==> config.mk <==
export PLATFORM = sky130hd
export DESIGN_NAME = crc8_receiver
export DESIGN_NICKNAME = d
export VERILOG_FILES = /design/src/rtl/crc8_receiver.sv
export SDC_FILE = /design/constraint.sdc
export NUM_CORES = 1
export LEC_CHECK = 0
export CAP_MARGIN = 10
export CORE_MARGIN = 4
export CORE_UTILIZATION = 48
export DETAILED_ROUTE_END_ITERATION = 8
export GPL_TIMING_DRIVEN = 0
export HOLD_SLACK_MARGIN = 0.1
export PLACE_DENSITY = 0.82
export SYNTH_ARGS = -nofsm -noshare
export SYNTH_HDL_FRONTEND = slang
export SYNTH_SLANG_ARGS = --single-unit
==> constraint.sdc <==
create_clock -name clk -period 1.5 [get_ports clk]
set_clock_uncertainty 0.1 [all_clocks]
set_input_delay 0.3 -clock clk [delete_from_list [all_inputs] [get_ports clk]]
set_output_delay 0.3 -clock clk [all_outputs]
set_load 0.02 [all_outputs]
==> src/rtl/crc8_receiver.sv <==
// CRC-8 codeword checker: divides {payload, crc} bit-serially MSB first and reports pass/fail.
// Optional failed-codeword counter on err_cnt when CRC_ERR_CNT_EN is defined.
module crc8_receiver #(
    parameter int unsigned BW     = 40,
    parameter int unsigned CRC_BW = 8,
    parameter logic [7:0]  POLY   = 8'h07
) (
    input  logic                   clk,
    input  logic                   rstn,
    input  logic [BW+CRC_BW-1:0]   in_data,
    input  logic                   in_valid,
    output logic                   in_ready,
    output logic [BW-1:0]          out_data,
    output logic                   out_ok,
    output logic                   out_valid,
`ifdef CRC_ERR_CNT_EN
    output logic [15:0]            err_cnt,
`endif
    input  logic                   out_ready
);

    localparam int unsigned CW    = BW + CRC_BW;
    localparam int unsigned CNT_W = $clog2(CW);
    localparam logic [CNT_W-1:0] LAST = CNT_W'(CW - 1);

    typedef enum logic [1:0] {
        IDLE  = 2'd0,
        CHECK = 2'd1,
        DONE  = 2'd2
    } state_t;

    state_t              state_q, state_d;
    logic [CW-1:0]       sreg_q, sreg_d;
    logic [BW-1:0]       payload_q, payload_d;
    logic [CRC_BW-1:0]   rem_q, rem_d;
    logic [CNT_W-1:0]    cnt_q, cnt_d;
    logic                in_ready_d;
    logic                out_valid_d;
    logic                out_ok_d;
    logic [BW-1:0]       out_data_d;

    // State and datapath registers
    always_ff @(posedge clk or negedge rstn) begin
        if (!rstn) begin
            state_q   <= IDLE;
            sreg_q    <= '0;
            payload_q <= '0;
            rem_q     <= '0;
            cnt_q     <= '0;
            in_ready  <= 1'b0;
            out_valid <= 1'b0;
            out_ok    <= 1'b0;
            out_data  <= '0;
        end else begin
            state_q   <= state_d;
            sreg_q    <= sreg_d;
            payload_q <= payload_d;
            rem_q     <= rem_d;
            cnt_q     <= cnt_d;
            in_ready  <= in_ready_d;
            out_valid <= out_valid_d;
            out_ok    <= out_ok_d;
            out_data  <= out_data_d;
        end
    end

    // Next-state and registered-output logic
    always_comb begin
        state_d     = state_q;
        sreg_d      = sreg_q;
        payload_d   = payload_q;
        rem_d       = rem_q;
        cnt_d       = cnt_q;
        in_ready_d  = in_ready;
        out_valid_d = out_valid;
        out_ok_d    = out_ok;
        out_data_d  = out_data;

        case (state_q)
            IDLE: begin
                in_ready_d = 1'b1;
                if (in_valid && in_ready) begin
                    sreg_d     = in_data;
                    payload_d  = in_data[CW-1:CRC_BW];
                    rem_d      = '0;
                    cnt_d      = '0;
                    in_ready_d = 1'b0;
                    state_d    = CHECK;
                end
            end

            CHECK: begin
                in_ready_d = 1'b0;
                rem_d  = {rem_q[CRC_BW-2:0], sreg_q[CW-1]}
                       ^ (rem_q[CRC_BW-1] ? POLY : CRC_BW'(0));
                sreg_d = {sreg_q[CW-2:0], 1'b0};
                if (cnt_q == LAST) begin
                    state_d = DONE;
                end else begin
                    cnt_d = cnt_q + CNT_W'(1);
                end
            end

            DONE: begin
                in_ready_d = 1'b0;
                // First DONE cycle publishes the result; later cycles hold it until accepted
                if (!out_valid) begin
                    out_valid_d = 1'b1;
                    out_data_d  = payload_q;
                    out_ok_d    = (rem_q == '0);
                end else if (out_ready) begin
                    out_valid_d = 1'b0;
                    in_ready_d  = 1'b1;
                    state_d     = IDLE;
                end
            end

            default: begin
                in_ready_d  = 1'b0;
                out_valid_d = 1'b0;
                state_d     = IDLE;
            end
        endcase
    end

`ifdef CRC_ERR_CNT_EN
    // Saturating count of failed codewords, bumped on the result-publish cycle
    always_ff @(posedge clk or negedge rstn) begin
        if (!rstn) begin
            err_cnt <= '0;
        end else if (state_q == DONE && !out_valid && rem_q != '0 && err_cnt != 16'hFFFF) begin
            err_cnt <= err_cnt + 16'd1;
        end
    end
`endif

endmodule

* Word level (Yosys, flattened, before mapping)
Index checks and enable logic that the tools add are counted.
** Cells by class
- $add $sub $neg :: 1
- Equal/unequal tests :: 8
- Muxes and demuxes :: 20
- Bitwise operators :: 2
- Reductions and logical operators :: 10
** Operators by type and width (count)
- $pmux 48 s2 :: 1
- $mux 48 :: 1
- $pmux 8 s2 :: 1
- $mux 6 :: 2
- $pmux 6 s2 :: 1
- $ne 2x2->1 const B :: 5
- $logic_not 8->1 :: 1
- $mux 2 :: 4
- $mux 8 :: 1
- $xor 8x3->8 :: 1
- $add 6x1->6 const B :: 1
- $eq 6x6->1 const B :: 1
- $pmux 2 s3 :: 1
- $reduce_and 2->1 :: 3
- $mux 1 :: 5
- $pmux 1 s2 :: 2
- $reduce_and 4->1 :: 1
- $mux 3 :: 1
- $reduce_and 3->1 :: 1
- $eq 2x1->1 const B :: 1
- $eq 2x2->1 const B :: 1
- $logic_not 2->1 :: 1
- $reduce_bool 2->1 :: 1
- $reduce_or 2->1 :: 1
- other kinds (2) :: 2
** Word-level totals
- Flip-flop bits (word level) :: 147
- Input port bits :: 52
- Output and inout port bits :: 43
- Word-level logic and storage cells :: 50

* Logic depth before layout (Yosys ltp)
- Depth after elaboration :: 3
- Mapped depth :: 6
- Depth with buffers taken out :: 4

* Worst setup path before layout
No wires, ideal clock.
- Path kind :: register to register
- Start point :: reg cnt_q[0]
- End point :: reg cnt_q[4]
- Library setup time :: 0.121 ns
- Arrival :: 1.405 ns
- Data required time :: 1.279 ns
- Path slack :: -0.126 ns
- Stages on the path, launching flop included :: 6
- Path buffers :: 1
- Clock period less this slack :: 1.626 ns
- Cell sequence :: dfrtp_1 -> ha_1 -> and3_1 -> clkbuf_1 -> mux2_2 -> a22o_1
** On the way
- Cells in the longest elaborated chain, start to end :: 3
- Elaborated cells on any way between the ends :: 6
- Classes of those cells :: 1 x add/sub; 2 x eq/ne; 2 x mux; 1 x reduce/logical
** RTL lines
- start, declared :: line 36 : logic [CNT_W-1:0] cnt_q, cnt_d;
- start signal, assigned :: line 59 : cnt_q <= cnt_d;
- $add 6x1->6 / $eq 6x6->1 (equally long branches) :: line 100, 97
- $mux 6 / $ne 2x2->1 (equally long branches)
- $pmux 6 s2 / $reduce_and 3->1 (equally long branches)
Parallel ways exist; a longest one is shown, timed or not. The select of a mux whose other input is x is not followed.
A chain may end at the register's enable or synchronous reset.

* Worst setup path after layout
- Start point :: reg state_q[0]
- End point :: reg payload_q[37]
** On the way
- Cells in the longest elaborated chain, start to end :: 2
** RTL lines
- start, declared :: line 32 : state_t state_q, state_d;
- start signal, assigned :: line 55 : state_q <= state_d;
- $logic_not 2->1 :: line 79 : case (state_q)
- $reduce_and 2->1 (no source line)
- end signal, assigned :: line 57 : payload_q <= payload_d;
- end, declared :: line 34 : logic [BW-1:0] payload_q, payload_d;
No other way between the ends.

==> summary.md <==
| Metric | Value |
|---|---|
| Status | finished, violations left |
| Failing checks | setup timing |
| Gr ovfl total | 0 |
| Ant. Diodes | 0 |
| CTS H-tree lvls | 4 |
| Yosys reg bits | 147 |
| Ports | 95 |
| Crit-path cells | buf_6 > and4bb_4 > buf_4 > buf_12 > buf_8 > nand2_1 > nand2_1 |
| Power density over the cells | 1750 nW/um2 |
| Routability congestion estimate | 0.778 |
| Die height | 118 um |
| Distinct cells, synth | 38 |
| Clock Sinks | 147 |
| Period utilisation layout | 110% |
| Final Hold Viols | 0 |
| Die ar. | 14000 um2 |
| Worst skew pair latency | 410 ps |
| Asr flop ratio synth | 100% |
| Post-DP HPWL | 9070 um |
| Crit Path Category | reg -> reg |
| Syn Nets | 504 |
| First-pass GRT wire length | 23200 um |
| Final Cell Area | 8200 um2 |
| Layout area overhead | 40.1% |
| Required @ worst endpoint | 1740 ps |
| Routed WL | 14800 um |
| CTS clk-pin slew, worst paths | 60 ps |
| Placement Setup Slack | -502 ps |
| Setup ws final | -145 ps |
| Seq/Total Area, Yosys | 62.9% |
| Post-Place Cell Area | 7070 um2 |
| Share of the synthesized area in the top cell type | 62.9% |
| WP buf/inv | 4 |
| Clock Path Buffers | 2 |
| Largest net degree at the start of global routing | 94 |
| Setup TNS | -10080 ps |
| Layout cell share with drive strength beyond 1 | 33.3% |
| Drt via density | 5.82 |
| Least-Margin Pin Slew | 477 ps |
| Fmax | 608 MHz |
| CP arrival | 1880 ps |
| Worst path max stage delay | 400 ps |
| Antenna violations before repair | 0 |
| Max_slew headroom | 68.2% |
| Commonest non-fill, non-tap cell in the layout | dfrtp_1 |
| Buffers added on ports | 94 |
| Fin nets | 638 |
| Number of DRC markers in iteration 0 | 230 |
| Worst vdd ir | 1.07 mV |
| Rows | 40 |
| Max cap viols | 0 |
| Tmin final | 1640 ps |
| Core ar. | 12000 um2 |
| Slowest CP cell | dfrtp_1 |
| Total CTS buffers | 17 |
| Slack of the worst reg-to-reg path | -140 ps |
| Initial Utilization | 48.9% |
| CP Capture Type | flop |
| Most used DFF post-synth | dfrtp_1 |
| Synthesis Warnings | 0 |
| Cell Area, Synth | 5850 um2 |
| Die X | 118 um |
| EDFF count, synth | 0 |
| Initial DRT Pass Iterations | 5 |
| Routed len/inst | 20.0 um |
| Gr usage total | 20.7% |
| Crit-path max FO | 10 |
| RSZ-0062 raised after global routing | yes |
| Number of routed nets with antenna violations | 0 |
| Synth top area cells | dfrtp_1 (63%), mux2_2 (7.5%), a221o_1 (6.2%) |
| Vias in the first global route | 4615 |
| Clock Tree Root | clkbuf_16 |
| Via count | 4331 |
| Leakage Power | 4.07 nW |
| Crit path top cell by count | nand2_1 |
| Top delay family on crit path | simple AND/OR/NAND/NOR gates |
| Cells after synthesis | 451 |
| Fin util | 68.5% |
| Final Slew Violations | 0 |
| DRC viols | 0 |
| CTS tree | built |
| Syn Area/Cell | 13.0 um2 |
| Endpoints failing setup | 119 |
| Setup crit start kind | flop |
| Yosys top cell by area | dfrtp_1 |
| Most frequent cells in the layout | dfrtp_1 (145), clkdlybuf4s50_1 (50), mux2_4 (39) |
| Hold Crit Class | in -> async |
[cell usage after synthesis, types with 3 or more instances]
cell / number
a21o_1: 36
a21oi_1: 4
a221o_1: 36
a22oi_1: 7
a31oi_1: 3
and2_1: 37
buf_2: 19
buf_4: 6
clkbuf_1: 5
dfrtp_1: 147
mux2_2: 39
nand2_1: 40
nand3_1: 29
nor2b_1: 3
o21ai_0: 10
xnor2_1: 3
[per-stage QoR]
step / total power [W] / instances / hold slack (ps)
6_report: 0.0143 / 744 / 311
5_1_grt: 0.0150 / 744 / 338
4_1_cts: 0.0141 / 737 / 323
3_5_place_dp: 0.00927 / 693 / 192
3_3_place_gp: 0.00901 / 692 / 352
2_1_floorplan: 0.00808 / 451 / -95.6
[flip-flops by register name (all words and copies together) (netlist names)]
signal,count
rem_q,8
in_ready,1
cnt_q,6
state_q,2
out_ok,1
payload_q,40
out_data,40
sreg_q,48
out_valid,1
[power by group]
group | total, W | switching [W] | internal (W)
clock | 0.00454 | 0.00159 | 0.00295
sequential | 0.00621 | 0.000909 | 0.00530
combinational | 0.00355 | 0.00166 | 0.00190
[cells by family (layout without fill, tap and decap cells)]
family	count (synthesis)	after routing	share of synthesized area [%]
flip-flops	147	147	62.9
AND/OR/NAND/NOR	125	125	11.7
AO/OA/AOI/OAI	100	100	13.8
multiplexers	41	41	7.89
buffers and inverters	34	180	3.10
XOR/XNOR	3	3	0.449
adder cells (fa/ha/maj)	1	1	0.214
[area by class of cell]
class | instances | area (um2)
fillers | 787 | 3770
flip-flops and latches | 147 | 3680
multi-input cells | 270 | 2240
repair buffers | 116 | 1110
clock buffers | 23 | 488
plain buffers | 31 | 334
well taps | 147 | 184
clock inverters | 8 | 149
inverters | 2 | 7.51
[layer usage]
metal / track usage, % / wire, um / vias up
met5: 0 / 0 / -
met2: 34.7 / 7650 / 137
met1: 26.2 / 6290 / 2264
met4: 7.89 / 262 / 0
li1: - / - / 1900
met3: 4.69 / 648 / 30
[worst register-to-register path: stages, from the launching register on]
cell	delay [ps]
dfrtp_1	400
buf_6	130
and4bb_4	350
buf_4	140
buf_12	140
buf_8	120
nand2_1	90
nand2_1	110
[final timing paths]
kind	from	end	cells after the start
worst min register to register	payload_q[32]$_DFFE_PN0P_	payload_q[32]$_DFFE_PN0P_	1
max in group asynchronous	rstn	out_valid$_DFFE_PN0N_	3
worst min-delay path	rstn	out_data[18]$_DFFE_PN0P_	2
worst max-delay path	state_q[0]$_DFFE_PN0P_	payload_q[37]$_DFFE_PN0P_	7
min in group clk	in_data[0]	sreg_q[0]$_DFFE_PN0P_	3
worst max register to register	state_q[0]$_DFFE_PN0P_	payload_q[37]$_DFFE_PN0P_	7
[repair_timing]
action                     CTS  global route
pin swaps                    3            10
gates resized for setup    169            70
setup buffers               11             3
hold buffers                 1             0
hold endpoints to repair    54             0
setup endpoints to repair  180           169
gates cloned                 2             4
No activity file was read; power rests on OpenSTA's default activity.
==> patch: new RTL, same settings <==
Re-encode `state_t` (3 states) as one-hot, 3 bits wide.
--- a/src/rtl/crc8_receiver.sv
+++ b/src/rtl/crc8_receiver.sv
@@ -25,6 +25,6 @@
 
-    typedef enum logic [1:0] {
-        IDLE  = 2'd0,
-        CHECK = 2'd1,
-        DONE  = 2'd2
+    typedef enum logic [2:0] {
+        IDLE  = 3'b001,
+        CHECK = 3'b010,
+        DONE  = 3'b100
     } state_t;
Check against the original RTL: no difference found for any inputs over 10 cycles, from zero or initial values and one cycle with rstn low; not proved beyond that.
==> patch against the original RTL <==
- the run still ends with negative setup slack left
- cell area grew 6.9%
- synthesized area grew 4.7%
- wire length grew 6.1%
- setup slack lost 0.24 ns
- via count grew 1.2%
- sequential cell count grew 1
- power grew 4.2%
- non-clock buffer count grew 22
- combinational power grew 25%
- worst hold slack gained 0.037 ns
- critical endpoint is now sreg_q[4]
- largest cell class unchanged
- largest power group unchanged
==> patch: results (changes against the original RTL) <==
[outcome]
status = finished with violations
failed_checks = negative setup slack

[finish]
regArea_mm2 = 0.003707  ; +0.71%
clkbuf_count = 22  ; -4.3%
nets = 653  ; +2.4%
fillers = 847  ; +7.6%
buffers_excl_clock = 169  ; +15%
stdcell_area_mm2 = 0.008757  ; +6.9%
multi_input_area_mm2 = 0.002459  ; +9.7%
drive_gt1_share_pct = 41.11  ; +7.8 points
clk_share_pct = 6.958  ; -0.81 points
buffer_area_share_pct = 20.00  ; +2.4 points
num-multi-input-gates = 261  ; -3.3%

[synthesis]
synthTopCellsByArea = dfrtp_1, mux2_2, a221o_1, and2_1, mux2_1
synth_common_cells = dfrtp_1, mux2_2, and2_1, a221o_1, nand2_1
ys_seq_area_share_pct = 60.49  ; -2.4 points
synth-seq-cells = 148  ; +0.68%
synth_cell_types = 39  ; +2.6%
synth_fp_nets = 498  ; -1.2%

[setup_path]
slowest_stage = dfstp_2
cp_top_family = flip-flops
critPathMaxFanout = 5  ; -5

[global_route]
grt_pass1_wl_um = 25170  ; +8.5%
use_met3_pct = 5.082  ; +0.39 points
grtUsageMet1_pct = 28.39  ; +2.2 points
grt_pass1_vias = 4732  ; +2.5%
grtUsageTotal_pct = 22.27  ; +1.6 points
grt_max_degree = 76  ; -19%

[timing]
setup_tns_ns = -39.01  ; -28.93 ns
worst_pin_slew_ns = 0.6128  ; +0.1354 ns
worst_slack_ns = -0.3808  ; -0.2360 ns
finalSetupViolations = 149  ; +25%

[placed_design]
gp_congestion = 0.7677  ; -1.3%
dp.cells = 712  ; +2.7%
pre_cts_ws_ns = -0.6227  ; -0.1207 ns
hpwlAfterDp_um = 9249  ; +2.0%
dpl_cell_area_mm2 = 0.007594  ; +7.4%

[power]
ir_drop_v = 0.001042  ; -2.9%
p_leak_nw = 4.012  ; -1.5%

[cts]
ctsResizeCount = 165  ; -2.4%
postCtsSetupRepairBufs = 25  ; +14

[floorplanning]
floorplan.die_area_mm2 = 0.01463  ; +4.4%

[routing]
first_iter_violations = 318  ; +38%
wl_met3_um = 768  ; +19%
routed-wl-met2_um = 7904  ; +3.3%
wirelength_um = 15750  ; +6.1%

-- patch: changes by cell type after synthesis, sizes merged, moves of 7 or more --
cell   change
mux2      +39
a21o      -36
nand3     -23
nand2     -20
a221o     +11
and2      +11
and3       +8
a22oi      -7
-- patch: final timing paths --
path,startpoint,end,slack [ns],cells past startpoint
max,state_q[0],sreg_q[4],-0.38,6
max in group asynchronous,rstn,sreg_q[26],0.19,3
min reg2reg,payload_q[11],out_data[11],0.40,1
max reg2reg,state_q[0],sreg_q[4],-0.38,6
min,rstn,cnt_q[1],0.35,2
min in group clk,in_data[0],sreg_q[0],0.38,3
-- patch: where the power goes --
group          switching, mW  internal (mW)
clock                   1.63           2.82
sequential             0.740           5.28
combinational           1.86           2.58
-- patch: logic make-up after synthesis --
group,count (synthesis),share of synthesized area [%]
buffers and inverters,37,3.391
AND/OR/NAND/NOR,98,9.765
multiplexers,80,14.71
XOR/XNOR,4,0.5721
adder cells (fa/ha/maj),1,0.2043
AO/OA/AOI/OAI,77,10.87
flip-flops,148,60.49
